## config.mk

```make
export PLATFORM = sky130hd
export DESIGN_NAME = register_updown_counter_flat
export DESIGN_NICKNAME = d
export VERILOG_FILES = /design/src/rtl/register_updown_counter_if.sv /design/src/rtl/register_updown_counter.sv /design/src/flat_wrapper.sv
export SDC_FILE = /design/constraint.sdc
export NUM_CORES = 1
export LEC_CHECK = 0
export ABC_AREA = 1
export CAP_MARGIN = 20
export CORE_MARGIN = 2
export CORE_UTILIZATION = 45
export CTS_CLUSTER_DIAMETER = 50
export CTS_CLUSTER_SIZE = 16
export DETAILED_ROUTE_END_ITERATION = 10
export GPL_ROUTABILITY_DRIVEN = 0
export HOLD_SLACK_MARGIN = 0.15
export PLACE_DENSITY = 0.72
export SLEW_MARGIN = 20
export SYNTH_ARGS = -nofsm -noshare
export SYNTH_HDL_FRONTEND = slang
export SYNTH_SLANG_ARGS = --single-unit
```

## constraint.sdc

```tcl
create_clock -name CLK -period 5.5 [get_ports CLK]
set_clock_uncertainty 0.2 [all_clocks]
set_input_delay 1.375 -clock CLK [delete_from_list [all_inputs] [get_ports CLK]]
set_output_delay 1.375 -clock CLK [all_outputs]
set_load 0.01 [all_outputs]
```

## src/rtl/register_updown_counter_if.sv

```systemverilog
// Bus bundle for the up/down counter: control and load data in, dual-rail
// value plus the carry and terminal-count flags out.
interface register_updown_counter_if #(
    parameter int WIDTH = 7
);
    logic             EN;
    logic             LD;
    logic [WIDTH-1:0] D;
    logic             INC;
    logic             DEC;
    logic [WIDTH-1:0] Out;
    logic [WIDTH-1:0] notOut;
    logic             CO;
    logic             TC;

    modport master (
        output EN, LD, D, INC, DEC,
        input  Out, notOut, CO, TC
    );

    modport slave (
        input  EN, LD, D, INC, DEC,
        output Out, notOut, CO, TC
    );
endinterface

```

## src/rtl/register_updown_counter.sv

```systemverilog
// WIDTH-bit register that holds, loads, increments or decrements each cycle,
// with dual-rail outputs, a one-cycle carry/borrow pulse and terminal count.
module register_updown_counter #(
    parameter int               WIDTH       = 7,
    parameter logic [WIDTH-1:0] RESET_VALUE = '0,
    parameter bit               SATURATE    = 1'b0
) (
    input  logic                     CLK,
    input  logic                     nRST,
    register_updown_counter_if.slave bus
);

    localparam logic [WIDTH-1:0] ALL_ONES = '1;
    localparam logic [WIDTH-1:0] ALL_ZERO = '0;

    logic [WIDTH-1:0] out_q, out_d;
    logic [WIDTH-1:0] not_out_q, not_out_d;
    logic             co_q, co_d;
    logic             tc_q, tc_d;
    logic             dir_up_q, dir_up_d;

    logic [WIDTH:0]   carry;
    logic [WIDTH:0]   borrow;
    logic [WIDTH-1:0] inc_val;
    logic [WIDTH-1:0] dec_val;

    // Half-adder ripple for increment; the borrow ripple propagates through
    // the registered complement rail, so notOut feeds the decrement path.
    always_comb begin
        carry    = '0;
        borrow   = '0;
        inc_val  = '0;
        dec_val  = '0;
        carry[0]  = bus.INC;
        borrow[0] = bus.DEC;
        for (int i = 0; i < WIDTH; i++) begin
            inc_val[i]  = out_q[i] ^ carry[i];
            carry[i+1]  = out_q[i] & carry[i];
            dec_val[i]  = out_q[i] ^ borrow[i];
            borrow[i+1] = not_out_q[i] & borrow[i];
        end
    end

    always_comb begin
        out_d    = out_q;
        co_d     = 1'b0;
        dir_up_d = dir_up_q;
        tc_d     = tc_q;
        if (bus.EN) begin
            if (bus.LD) begin
                out_d = bus.D;
            end else if (bus.INC && !bus.DEC) begin
                dir_up_d = 1'b1;
                co_d     = carry[WIDTH];
                out_d    = (SATURATE && carry[WIDTH]) ? ALL_ONES : inc_val;
            end else if (bus.DEC && !bus.INC) begin
                dir_up_d = 1'b0;
                co_d     = borrow[WIDTH];
                out_d    = (SATURATE && borrow[WIDTH]) ? ALL_ZERO : dec_val;
            end
            tc_d = dir_up_d ? (out_d == ALL_ONES) : (out_d == ALL_ZERO);
        end
        not_out_d = ~out_d;
    end

    always_ff @(posedge CLK) begin
        if (!nRST) begin
            out_q     <= RESET_VALUE;
            not_out_q <= ~RESET_VALUE;
            co_q      <= 1'b0;
            tc_q      <= 1'b0;
            dir_up_q  <= 1'b1;
        end else begin
            out_q     <= out_d;
            not_out_q <= not_out_d;
            co_q      <= co_d;
            tc_q      <= tc_d;
            dir_up_q  <= dir_up_d;
        end
    end

    assign bus.Out    = out_q;
    assign bus.notOut = not_out_q;
    assign bus.CO     = co_q;
    assign bus.TC     = tc_q;

endmodule

```

## src/flat_wrapper.sv

```systemverilog
// flat-port wrapper written by rule: the top's interface ports become plain ports
module register_updown_counter_flat 
#(
    parameter int               WIDTH       = 7,
    parameter logic [WIDTH-1:0] RESET_VALUE = '0,
    parameter bit               SATURATE    = 1'b0
)
  (CLK, nRST, bus_EN, bus_LD, bus_D, bus_INC, bus_DEC, bus_Out, bus_notOut, bus_CO, bus_TC);
  register_updown_counter_if #(.WIDTH(WIDTH)) bus_i ();
  input  logic CLK;
  input  logic nRST;
  input wire logic [$bits(bus_i.EN)-1:0] bus_EN;
  input wire logic [$bits(bus_i.LD)-1:0] bus_LD;
  input wire logic [$bits(bus_i.D)-1:0] bus_D;
  input wire logic [$bits(bus_i.INC)-1:0] bus_INC;
  input wire logic [$bits(bus_i.DEC)-1:0] bus_DEC;
  output wire logic [$bits(bus_i.Out)-1:0] bus_Out;
  output wire logic [$bits(bus_i.notOut)-1:0] bus_notOut;
  output wire logic [$bits(bus_i.CO)-1:0] bus_CO;
  output wire logic [$bits(bus_i.TC)-1:0] bus_TC;
  assign bus_i.EN = bus_EN;
  assign bus_i.LD = bus_LD;
  assign bus_i.D = bus_D;
  assign bus_i.INC = bus_INC;
  assign bus_i.DEC = bus_DEC;
  assign bus_Out = bus_i.Out;
  assign bus_notOut = bus_i.notOut;
  assign bus_CO = bus_i.CO;
  assign bus_TC = bus_i.TC;
  register_updown_counter #(.WIDTH(WIDTH), .RESET_VALUE(RESET_VALUE), .SATURATE(SATURATE)) u_core (.CLK(CLK), .nRST(nRST), .bus(bus_i));
endmodule
```

# Word level (Yosys, flattened, before mapping)
# Cells that the tools add are included.
[totals] input_bits=13 reg_bits=17
[classes] eq_ne=1 n_reduce_logical=6 muxes=12 n_bitwise=31
[ops] cell="$mux 7" n=5
[ops] cell="$and 1x1->1" n=14
[ops] cell="$xor 1x1->1" n=14
[ops] cell="$eq 7x7->1 const B" n=1
[ops] cell="$logic_not 7->1" n=1
[ops] cell="$mux 1" n=7
[ops] cell="$not 7->7" n=1
[ops] cell="$reduce_or 3->1" n=1
[ops] cell="$logic_and 1x1->1" n=2
[ops] cell="$logic_not 1->1" n=2
[ops] cell="$not 1->1" n=2

# Depth between registers and ports, before layout
[logic_depth] depth_word=13 mapped_depth=16 ltp_nobuf=16

# Worst setup path before layout
# Ideal clock, no wire load.
[synth_timing] path_kind="input port to flip-flop" start="in bus_INC" end="reg u_core.tc_q (netlist: u_core.bus.TC)" path_stages=15 path_slack_ns=1.998 arrival_time_ns=3.193 required_ns=5.191 path_cell_list="ha_1 -> ha_1 -> ha_1 -> ha_1 -> ha_1 -> ha_1 -> ha_1 -> a22oi_1 -> nand2_2 -> inv_1 -> nor2_1 -> nand3_1 -> nand3_1 -> nand2_1 -> inv_1"
[synth_between] elab_chain_cells=12 elab_cells_between_ends=27
[synth_rtl] item="start: declaration" line_no="flat_wrapper.sv:15" source="input wire logic [$bits(bus_i.INC)-1:0] bus_INC;"
[synth_rtl] item="$and 1x1->1 (6 in a row)" line_no="register_updown_counter.sv:38" source="carry[i+1] = out_q[i] & carry[i];"
[synth_rtl] item="$xor 1x1->1" line_no="register_updown_counter.sv:37" source="inc_val[i] = out_q[i] ^ carry[i];"
[synth_rtl] item="$mux 7" line_no="register_updown_counter.sv:52" source="end else if (bus.INC && !bus.DEC) begin"
[synth_rtl] item="$mux 7" line_no="register_updown_counter.sv:50" source="if (bus.LD) begin"
[synth_rtl] item="$mux 7" line_no="register_updown_counter.sv:49" source="if (bus.EN) begin"
[synth_rtl] item="$eq 7x7->1 / $logic_not 7->1 (equally long branches)" line_no="register_updown_counter.sv:61" source="tc_d = dir_up_d ? (out_d == ALL_ONES) : (out_d == ALL_ZERO);"
[synth_rtl] item="$mux 1 *" line_no="register_updown_counter.sv:61"
[synth_rtl] item="end signal: assignment" line_no="register_updown_counter.sv:77" source="tc_q <= tc_d;"
[synth_rtl] item="end: declaration" line_no="register_updown_counter.sv:19" source="logic tc_q, tc_d;"
# Mark *: on every way between the ends. The rest lies on a longest branch, timed or not. The select of a mux whose other input is x is not followed.
# A chain may end at the register's enable or synchronous reset.

# Final worst setup path
# Same ends and word-level chain as after synthesis.

==> flow_summary.yaml <==
outcome:
  outcome: "finished, final reports clean"
cts:
  cts_tree: "built"
  cts_setup_buffers: 0
  clk_latency_ns: 0.29
  numCtsBuffers: 3
  cts-root-buf: "clkbuf_4"
  holdBufCountCts: 0
  cts_resized: 0
  clock-sinks: 17
  cts_htree_levels: 1
  clockBufferDepth: 2
  clk_pin_slew_ns: 0.09
routing:
  drtIter0Drc: 34
  met1Wirelength_um: 1240
  wl_per_cell_um: 11.7
  drtPass1Iterations: 4
  top_layer_used: "met4"
  met3_length_um: 185
  vias_per_cell: 4.97
  drcViolationCount: 0
  dr_wl_met2_um: 1100
  vias: 1094
  ant_nets: 0
  drt_wl_total_um: 2580
pwr:
  p_seq_frac: 0.480
  total_leakage_power_nw: 0.725
  p_per_area_nw_per_um2: 211
  swShare: 0.318
  pwr-share-comb: 0.291
  ir_worst_vdd_uv: 142
  p_int_uw: 200
  clock_power_share: 0.228
  power_switching_uw: 93.3
critical_path:
  worstPathArrival_ns: 4.09
  cp-start-kind: "input port"
  crit_path_frequent_cell: "ha_1"
  crit_start: "bus_INC"
  path_class: "input port to flop"
  r2r_start: "u_core.bus.Out[0]"
  crit_required_ns: 5.50
  cp_max_fo: 9
  crit_chain: "clkdlybuf4s50_1 > ha_1 > ha_1 > ha_1 > ha_1 > ha_1 > ha_1 > ha_1 > a22oi_1 > nand2_2 > inv_1 > nor2_1 > nand3_1 > nand3_1 > nand2_1 > inv_1"
  regToRegSetupSlack_ns: 2.88
  slowest_delay_ns: 0.63
  cpMaxStageDelayCell: "clkdlybuf4s50_1"
  crit_path_end_kind: "flop"
global_routing:
  grt_use_total: 0.206
  grt_pass1_wl_um: 4150
  grt_max_degree: 12
  grt_antenna_before_repair: 0
  grt_pass1_vias: 980
  overflow: 0
synth:
  synth_area_um2: 1090
  ys_seq_area_frac: 0.313
  yosysWarnings: 0
  syn_area_per_cell_um2: 6.62
  synth_seq_cells: 17
  synthCells: 164
  yosysUniqueCellTypes: 27
  synth_nets: 184
placed_design:
  dp_slack_ns: 1.12
  io_buffers: 28
  dp_hpwl_um: 2050
hold_path:
  holdCritPathClass: "flop to flop"
  hold_start: "u_core.dir_up_q"
flow_run:
  maxCapViolations: 0
sta:
  period_needed_ns: 4.09
  rsz0062_at_grt: "false"
  tightest_slew_ns: 0.433
  setup_viol: 0
  max_slew_margin: 0.710
  slew_viol_final: 0
  fin_ws_ns: 1.41
  timing.fmax_mhz: 244
  tns_ns: 0
  final_hold_viol_count: 0
  fin_crit_sh: 0.744
cells_and_area:
  final_common_cell: "nand2_1"
  drive_gt1_frac: 0.0990
  diodes: 0
  num-nets-final: 213
  final_cell_mix: "41 x nand2_1, 28 x clkdlybuf4s50_1, 27 x inv_1"
  syn_to_final_growth_pct: 28.3
floorplanning:
  die_area_um2: 2820
  fp.dieW_um: 53.1
  core_area_um2: 2250
  ios: 29
  start_util: 0.482
  die_h_um: 53.1
  rows: 17
[state kept, by name, summed over array words and instances (netlist names)]
signal / cells
u_core.bus.TC: 1
u_core.bus.CO: 1
u_core.bus.Out: 7
u_core.bus.notOut: 7
u_core.dir_up_q: 1
[synthesized netlist by cell type (all sizes together)]
master   number  share of area
a2111oi       1         0.0081
a21oi         3          0.017
a22oi         1         0.0069
buf           3          0.028
clkbuf        1         0.0035
clkinv        1         0.0035
dfxtp        17           0.31
ha            7          0.081
inv          30           0.10
nand2        44           0.16
nand3        21           0.11
nand3b        2          0.014
nand4         1         0.0058
nor2         20          0.085
o21a          1         0.0069
o21ai         8          0.037
o21bai        1          0.010
o22ai         1         0.0058
or2           1         0.0058
[final timing paths]
kind | end | cells past startpoint
worst max register to register | u_core.bus.TC | 15
worst min-delay path | u_core.dir_up_q | 2
worst min register to register | u_core.dir_up_q | 2
worst max-delay path | u_core.bus.TC | 16
[final cells by class]
| type | instances | area (um^2) |
|---|---|---|
| fill | 224 | 861 |
| multi-input combinational | 112 | 596 |
| timing repair buffer | 28 | 280 |
| tap | 28 | 35.0 |
| inverter | 31 | 116 |
| clock buffer | 4 | 26.3 |
| sequential | 17 | 340 |
[power groups by stage]
stage	sequential [mW]	clock (mW)	combinational (mW)
2_1_floorplan	0.146	0	0.0471
3_3_place_gp	0.144	0	0.0847
3_5_place_dp	0.144	0	0.0851
4_1_cts	0.141	0.0701	0.0857
5_1_grt	0.142	0.0722	0.0952
6_report	0.141	0.0670	0.0855
[metal layers]
| layer | global-route usage | vias up |
|---|---|---|
| met1 | 0.281 | 477 |
| met2 | 0.298 | 38 |
| li1 | - | 570 |
| met4 | 0.115 | 0 |
| met3 | 0.0452 | 9 |
| met5 | 0 | - |
[worst max-delay path: cells and delay by family]
family	cells	cell delay, ns
adder cells (fa/ha/maj)	7	1.47
buffers and inverters	3	0.71
AND/OR/NAND/NOR	5	0.34
AO/OA/AOI/OAI	1	0.18
[through the flow]
stage | area [um^2] | total power [mW] | util | hold slack (ns) | instances
global route | 1390 | 0.310 | 0.618 | 0.355 | 220
floorplan | 1090 | 0.193 | - | 0.268 | 164
detailed placement | 1370 | 0.229 | 0.607 | 0.306 | 216
global placement | 1370 | 0.228 | 0.607 | 0.285 | 216
CTS | 1390 | 0.297 | 0.618 | 0.330 | 220
finish | 1390 | 0.293 | 0.618 | 0.326 | 220
[cells by family (layout without fill, tap and decap cells)]
| group | count (synthesis) | in the layout | share of synthesized area |
|---|---|---|---|
| fa+ha+maj | 7 | 7 | 0.0806 |
| simple gates | 89 | 89 | 0.376 |
| buf+inv | 35 | 63 | 0.138 |
| compound gates | 16 | 16 | 0.0922 |
| flops | 17 | 17 | 0.313 |
Power figures use the tool's default switching activity.
